`config.mk`:
```
export PLATFORM = sky130hd
export DESIGN_NAME = timer_hms_counter
export DESIGN_NICKNAME = d
export VERILOG_FILES = /design/src/rtl/timer_hms_counter_pkg.sv /design/src/rtl/timer_hms_counter_bcd2_counter.sv /design/src/rtl/timer_hms_counter.sv
export SDC_FILE = /design/constraint.sdc
export NUM_CORES = 1
export LEC_CHECK = 0
export ABC_AREA = 1
export CORE_MARGIN = 1
export CORE_UTILIZATION = 45
export DETAILED_ROUTE_END_ITERATION = 10
export PLACE_DENSITY_LB_ADDON = 0.05
export SYNTH_ARGS = -nofsm -noshare
export SYNTH_HDL_FRONTEND = slang
export SYNTH_SLANG_ARGS = --single-unit
```
`constraint.sdc`:
```
create_clock -name clock -period 3.02 [get_ports clock]
set_input_delay 0.906 -clock clock [delete_from_list [all_inputs] [get_ports clock]]
set_output_delay 0.906 -clock clock [all_outputs]
set_load 0.01 [all_outputs]
```
`src/rtl/timer_hms_counter_pkg.sv`:
```
// Shared types and constants for the H:M:S running timer.
// Holds the FSM state encoding and the packed-BCD increment helper.
package timer_hms_counter_pkg;

    typedef enum logic [1:0] {
        ST_IDLE  = 2'd0,
        ST_RUN   = 2'd1,
        ST_PAUSE = 2'd2,
        ST_DONE  = 2'd3
    } state_t;

    localparam logic [7:0] BCD_59   = 8'h59;
    localparam logic [7:0] BCD_ZERO = 8'h00;

    // Next two-digit packed-BCD value; wraps to zero once max is reached.
    function automatic logic [7:0] bcd_inc(input logic [7:0] v, input logic [7:0] max);
        logic [7:0] r;
        if (v == max) begin
            r = BCD_ZERO;
        end else if (v[3:0] == 4'd9) begin
            r = {v[7:4] + 4'd1, 4'd0};
        end else begin
            r = {v[7:4], v[3:0] + 4'd1};
        end
        return r;
    endfunction

endpackage

```
`src/rtl/timer_hms_counter_bcd2_counter.sv`:
```
// Two-digit packed-BCD counter that wraps at MAX.
// carry is combinational so that chained stages all update on the same edge.
module bcd2_counter
    import timer_hms_counter_pkg::*;
#(
    parameter logic [7:0] MAX = BCD_59
) (
    input  logic       clock,
    input  logic       reset,
    input  logic       inc,
    input  logic       clr,
    output logic [7:0] value,
    output logic       carry
);

    logic [7:0] r_value;

    always_ff @(posedge clock or negedge reset) begin
        if (!reset) begin
            r_value <= BCD_ZERO;
        end else if (clr) begin
            r_value <= BCD_ZERO;
        end else if (inc) begin
            r_value <= bcd_inc(r_value, MAX);
        end
    end

    assign value = r_value;
    assign carry = inc && (r_value == MAX);

endmodule

```
`src/rtl/timer_hms_counter.sv`:
```
// Running H:M:S counter with start/stop/clear control; freezes on comparator match.
// The FSM arbitrates clear > fin > stop > start > tick and drives the chained BCD stages.
module timer_hms_counter
    import timer_hms_counter_pkg::*;
#(
    parameter logic [7:0] MAX_H = 8'h23
) (
    input  logic       clock,
    input  logic       reset,
    input  logic       tick_1hz,
    input  logic       start,
    input  logic       stop,
    input  logic       clear,
    input  logic       fin,
    output logic [7:0] CcountH,
    output logic [7:0] CcountM,
    output logic [7:0] CcountS,
    output logic       en_cmp,
    output logic       running,
    output logic       done
);

    state_t r_state;
    state_t w_state_next;
    logic   w_adv;
    logic   w_carry_s;
    logic   w_carry_m;
    logic   w_unused_carry_h;

    always_ff @(posedge clock or negedge reset) begin
        if (!reset) begin
            r_state <= ST_IDLE;
        end else begin
            r_state <= w_state_next;
        end
    end

    always_comb begin
        w_state_next = r_state;
        w_adv        = 1'b0;
        if (clear) begin
            w_state_next = ST_IDLE;
        end else begin
            case (r_state)
                ST_IDLE:  if (start) w_state_next = ST_RUN;
                // fin beats the tick, so a match never overshoots by one second.
                ST_RUN: begin
                    if (fin) begin
                        w_state_next = ST_DONE;
                    end else if (stop) begin
                        w_state_next = ST_PAUSE;
                    end else if (tick_1hz) begin
                        w_adv = 1'b1;
                    end
                end
                ST_PAUSE: if (start) w_state_next = ST_RUN;
                ST_DONE:  w_state_next = ST_DONE;
                default:  w_state_next = ST_IDLE;
            endcase
        end
    end

    bcd2_counter #(.MAX(BCD_59)) u_sec (
        .clock (clock),
        .reset (reset),
        .inc   (w_adv),
        .clr   (clear),
        .value (CcountS),
        .carry (w_carry_s)
    );

    bcd2_counter #(.MAX(BCD_59)) u_min (
        .clock (clock),
        .reset (reset),
        .inc   (w_carry_s),
        .clr   (clear),
        .value (CcountM),
        .carry (w_carry_m)
    );

    bcd2_counter #(.MAX(MAX_H)) u_hour (
        .clock (clock),
        .reset (reset),
        .inc   (w_carry_m),
        .clr   (clear),
        .value (CcountH),
        .carry (w_unused_carry_h)
    );

    assign running = (r_state == ST_RUN);
    assign en_cmp  = (r_state == ST_RUN);
    assign done    = (r_state == ST_DONE);

endmodule

```
==> results of run 1 <==
-- per-stage QoR --
step,hold slack [ps],setup slack [ps],util [%],total power [mW],std cells
floorplan,529,1270,-,0.527,213
global placement,541,595,59.3,0.616,290
detailed placement,530,543,59.3,0.618,290
CTS,554,638,60.5,0.812,293
global route,607,550,60.5,0.862,293
finish,557,646,60.5,0.801,293
-- synth_stat cells --
master and n:
nand3_1 20, buf_4 2, nor2_4 4, o21ai_0 12, nand2_2 2, inv_1 21, o211ai_1 1, inv_2 1
nor3_1 2, xor2_1 7, nand3_2 1, nand2_1 55, nor4_1 1, buf_2 1, nand4_1 6, a21oi_1 2
xnor2_1 3, nor2_1 25, o22ai_1 3, buf_6 2, ha_1 12, dfrtp_1 26, nand2_4 1, nor2_8 1
nand4_4 1, nor2_2 1
-- placed cells by master (no fill, tap or decap) --
cell / netlist / final
nand2_1: 55 / 55
clkdlybuf4s50_1: 0 / 33
dfrtp_1: 26 / 26
nor2_1: 25 / 25
inv_1: 21 / 21
nand3_1: 20 / 20
o21ai_0: 12 / 12
ha_1: 12 / 12
xor2_1: 7 / 7
nand4_1: 6 / 6
nor2_4: 4 / 4
xnor2_1: 3 / 3
o22ai_1: 3 / 3
clkbuf_8: 0 / 3
buf_4: 2 / 3
nand2_2: 2 / 2
nor3_1: 2 / 2
a21oi_1: 2 / 2
nor2_2: 1 / 1
nand3_2: 1 / 1
inv_2: 1 / 1
nand4_4: 1 / 1
nand2_4: 1 / 1
nor2_8: 1 / 1
o211ai_1: 1 / 1
nor4_1: 1 / 1
-- layout make-up --
| type | instances | area, sq um |
|---|---|---|
| well taps | 46 | 57.6 |
| clock buffers | 3 | 41.3 |
| fillers | 339 | 1370 |
| inverters | 22 | 82.6 |
| flip-flops and latches | 26 | 651 |
| repair buffers | 36 | 353 |
| multi-input cells | 160 | 915 |
-- power groups by stage --
| stage | combinational (mW) | clock [mW] | sequential, mW |
|---|---|---|---|
| after floorplan | 0.102 | 0 | 0.424 |
| after global placement | 0.193 | 0 | 0.423 |
| after detailed placement | 0.196 | 0 | 0.422 |
| after CTS | 0.197 | 0.201 | 0.415 |
| after global routing | 0.220 | 0.222 | 0.420 |
| final | 0.193 | 0.193 | 0.415 |
-- worst max path at each step --
| stage | endpoint | slack [ps] | cells after the start | startpoint |
|---|---|---|---|---|
| finish | running | 650 | 3 | r_state[0] |
| global route | en_cmp | 550 | 3 | r_state[0] |
| CTS | running | 640 | 3 | r_state[0] |
| detailed placement | u_hour.value[1] | 540 | 8 | clear |
| global placement | u_hour.value[2] | 600 | 8 | clear |
| floorplan | u_min.value[4] | 1270 | 8 | clear |
-- cells by family (layout without fill, tap and decap cells) --
| logic type | count (synthesis) | after routing | share of synthesized area, % |
|---|---|---|---|
| simple gates | 120 | 120 | 34.3 |
| buf+inv | 27 | 61 | 7.40 |
| flops | 26 | 26 | 38.5 |
| compound gates | 18 | 18 | 5.70 |
| fa+ha+maj | 12 | 12 | 8.88 |
| xor+xnor | 10 | 10 | 5.18 |
-- state kept, by name, indices dropped and copies added (netlist names) --
signal	flops
u_hour.value	8
r_state	2
u_sec.value	8
u_min.value	8
-- metal layers --
| metal | vias up | part of all wire, % |
|---|---|---|
| li1 | 759 | - |
| met1 | 652 | 51 |
| met2 | 26 | 45 |
| met3 | 6 | 3.1 |
| met4 | 0 | 1.2 |
| met5 | - | 0 |
-- worst reg2reg max path, stage by stage, from the launching register on --
cell and delay, ps:
dfrtp_1 410, inv_1 80, ha_1 140, nand3_1 100, nand2_1 110, nand2_1 110, nor2_4 290, nand2_1 160
nand2_1 100, nand2_1 50
==> results.json, run 1 <==
{
  "path_delay_family": "buffers and inverters",
  "initial_core_util_pct": 48.7,
  "routabilityCongestion": 0.774,
  "clock-sinks": 26,
  "grt_max_degree": 27,
  "via_per_inst": 4.92,
  "synth.net_count": 232,
  "rsz0062_at_grt": "false",
  "die_w_microns": 63.3,
  "p_sw_mw": 0.240,
  "rrSetupSlack_ps": 1350,
  "reg2reg_depth": 9,
  "grt_pass1_vias": 1310,
  "use_met3_pct": 2.36,
  "first_pass_iters": 6,
  "max_freq_ghz": 0.421,
  "required_ps": 2110,
  "fin_nets": 268,
  "cts_max_level": 1,
  "power_density_mw_per_mm2": 381,
  "p_seq_share_pct": 51.8,
  "ant_nets": 0,
  "worstSetupPathType": "register to output pin",
  "synth_cell_types": 26,
  "synth_area_leaders": "dfrtp_1, nand2_1, ha_1",
  "die_y_microns": 63.3,
  "grt_first_pass_wirelength_microns": 5740,
  "cts_setup_buffers": 0,
  "worstPathMaxFanout": 6,
  "power.share.switching_pct": 30.0,
  "cap_violations": 0,
  "met2_usage_pct": 28.8,
  "leakage_nw": 1.01,
  "fin_setup_tns_ps": 0,
  "hold_end": "u_hour.value[7]",
  "cp.arrival_ps": 1470,
  "hold_depth": 2,
  "gr-total-overflow": 0,
  "use_met1_pct": 25.2,
  "r2r_start": "u_sec.value[1]",
  "antenna_found_initial": 0,
  "syn_area_per_cell_sq_um": 7.94,
  "cts_root_buf": "clkbuf_8",
  "skew_ps": 4.91,
  "critPathBufInv": 2,
  "ios": 34,
  "start_kind": "register",
  "max_stage_delay_ps": 550,
  "postPlaceCellArea_sq_mm": 0.00206,
  "hpwl_microns": 2450,
  "ir_drop_mv": 0.145,
  "hold_viol": 0,
  "yosysWarnings": 0,
  "slew_violations": 0,
  "status": "completed",
  "ctsLongestPathBuffers": 2,
  "die_area_sq_mm": 0.00401,
  "tightest_slew_ps": 434,
  "cts_tree": "done",
  "io_buffers": 33,
  "diodes": 0,
  "setup_viol": 0,
  "hold_path_class": "register to register",
  "layout-drive-gt1-share_pct": 7.29,
  "wirelength_microns": 3290,
  "min_period_ps": 2370,
  "final_area_sq_mm": 0.00210,
  "cp-end-kind": "output pin",
  "drt-initial-drc-count": 40,
  "clkLatencyLatePin_ps": 270,
  "pwr-share-clk_pct": 24.1,
  "vias": 1443,
  "hp-start": "u_hour.value[7]",
  "rows": 21,
  "busiest_layer": "met2",
  "synth_top_area_share_pct": 38.5,
  "synth_top_area_cell": "dfrtp_1",
  "cp_cell_sequence": "inv_1 > nor2_2 > clkdlybuf4s50_1",
  "synth-seq-cells": 26,
  "wl_per_cell_microns": 11.2,
  "crit_slowest_cell": "clkdlybuf4s50_1",
  "cts-hold-fix-buffers": 0,
  "timing.final.crit_share_pct": 78.6,
  "syn_inst": 213,
  "track_usage_pct": 18.0,
  "cts_made_buffers": 3,
  "yosysSeqAreaShare_pct": 38.5,
  "core_area_sq_mm": 0.00347,
  "syn_area_sq_mm": 0.00169,
  "syn_to_final_growth_pct": 24.2,
  "comb_power_share_pct": 24.1,
  "p_int_mw": 0.560,
  "drc": 0,
  "cts_resized": 0,
  "path_clk_slew_ps": 90,
  "relSlewSlack_pct": 71.0,
  "reg2reg_to": "u_hour.value[1]"
}
Power figures use the tool's default switching activity.
==> run 2: changes to the inputs <==
- clock period: 3.02 -> 2 ns (I/O delays scaled with it)
==> run 2 against run 1 <==
  * Critical path depth down 2
  * Global-route usage increased by 0.72 points
  * Non-clock buffer count is 8 higher
  * Sequential share of layout area decreased by 0.98 points
  * Setup slack got worse by 570 ps
  * Design area increased by 3.5%
  * Sequential cell count unchanged
  * Sequential power up 49%
  * Die area unchanged
  * Largest power group unchanged
  * Highest routed layer unchanged
==> results.json, run 2 (synthesized netlist as in run 1, its figures left out) <==
{
  "pwr-share-clk_pct": 27.4,
  "cp_cell_sequence": "clkdlybuf4s50_1",
  "drc": 0,
  "gr-total-overflow": 0,
  "worstSetupPathType": "register to output pin",
  "path_delay_family": "buffers and inverters",
  "hp-start": "u_hour.value[7]",
  "clock-sinks": 26,
  "comb_power_share_pct": 24.5,
  "pre_cts_ws_ps": -17.5,
  "ctsLongestPathBuffers": 2,
  "min_period_ps": 1930,
  "diodes": 0,
  "rows": 21,
  "hold_path_class": "register to register",
  "p_int_mw": 0.899,
  "crit_slowest_cell": "clkdlybuf4s50_1",
  "setup_viol": 0,
  "via_per_inst": 4.89,
  "postLayoutCoreUtil_pct": 62.6,
  "r2r_start": "u_min.value[1]",
  "fin_setup_tns_ps": 0,
  "power.share.switching_pct": 30.3,
  "skew_ps": 2.05,
  "worstPathMaxFanout": 7,
  "busiest_layer": "met2",
  "cp-end-kind": "output pin",
  "fin_ws_ps": 74.9,
  "wirelength_microns": 3450,
  "timing.final.crit_share_pct": 96.3,
  "track_usage_pct": 18.8,
  "leakage_nw": 1.07,
  "die_area_sq_mm": 0.00401,
  "drt-initial-drc-count": 54,
  "slew_violations": 0,
  "status": "completed",
  "routabilityCongestion": 0.782,
  "layout_commonest_cell": "nand2_1",
  "power_mw": 1.29,
  "grt_first_pass_wirelength_microns": 6040,
  "initial_core_util_pct": 48.7,
  "final_cell_mix": "nand2_1, clkdlybuf4s50_1, nor2_1, dfrtp_1, inv_1",
  "layout-drive-gt1-share_pct": 10.9,
  "crit_start": "u_min.value[4]",
  "relSlewSlack_pct": 71.7,
  "p_sw_mw": 0.390,
  "cts_tree": "done",
  "die_w_microns": 63.3,
  "use_met1_pct": 27.3,
  "fin_nets": 276,
  "cts_max_level": 1,
  "critPathBufInv": 1,
  "met2_usage_pct": 30.1,
  "cp.arrival_ps": 1330,
  "path_clk_slew_ps": 100,
  "cts_made_buffers": 3,
  "antenna_found_initial": 0,
  "rsz0062_at_grt": "false",
  "ios": 34,
  "use_met3_pct": 2.17,
  "ant_nets": 0,
  "vias": 1477,
  "dp_cells": 297,
  "tightest_slew_ps": 423,
  "grt_max_degree": 27,
  "hold_viol": 0,
  "core_area_sq_mm": 0.00347,
  "first_pass_iters": 4,
  "syn_to_final_growth_pct": 28.5,
  "clkLatencyLatePin_ps": 270,
  "p_seq_share_pct": 48.0,
  "start_kind": "register",
  "max_freq_ghz": 0.519,
  "cts_root_buf": "clkbuf_8",
  "hpwl_microns": 2550,
  "die_y_microns": 63.3,
  "ir_drop_mv": 0.240,
  "wl_per_cell_microns": 11.4,
  "fin_cells": 302,
  "required_ps": 1400,
  "cap_violations": 0,
  "max_stage_delay_ps": 580,
  "io_buffers": 33,
  "grt_pass1_vias": 1341,
  "power_density_mw_per_mm2": 594
}
## run 2: cell count changes in the layout (fill, tap and decap cells not counted), sizes merged
| cell | before | now |
|---|---|---|
| buf | 3 | 11 |
| clkdlybuf4s50 | 33 | 31 |
| dlygate4sd2 | 0 | 2 |
| clkbuf | 3 | 4 |
## run 2: final cells by class
class                   count  area, sq um
fillers                   345         1300
multi-input cells         160          915
flip-flops and latches     26          652
repair buffers             44          410
inverters                  22         82.6
well taps                  46         57.6
clock buffers               4         55.1
## run 2: layer usage
metal | vias to the layer above | routed length [microns]
met3 | 5 | 101
li1 | 773 | -
met5 | - | 0
met4 | 0 | 27
met2 | 27 | 1530
met1 | 672 | 1790
## run 2: per-stage QoR
step / hold slack [ps] / area [sq um]
floorplan: 304 / 1690
global placement: 539 / 2110
detailed placement: 540 / 2110
CTS: 566 / 2170
global route: 603 / 2170
finish: 555 / 2170
## run 2: final timing paths
check                      depth (start not counted)               to  slack (ps)
max                                                1       CcountM[4]          70
min                                                2  u_hour.value[7]         550
max reg2reg                                        9  u_hour.value[5]         420
min reg2reg                                        2  u_hour.value[7]         550
max in group asynchronous                          2       r_state[0]        1030
min in group asynchronous                          2   u_sec.value[4]         700
## run 2: power by group through the flow
stage,clock network [mW],logic (mW),registers (mW)
2_1_floorplan,0,0.155,0.641
3_3_place_gp,0,0.317,0.632
3_5_place_dp,0,0.317,0.633
4_1_cts,0.357,0.321,0.620
5_1_grt,0.380,0.358,0.628
6_report,0.354,0.316,0.620
## run 2: repair_timing
item | CTS | global route
buffers inserted | 1 | 0
hold buffers | 0 | 0
resized for setup | 3 | 0
endpoints found under the setup margin | 2 | 0
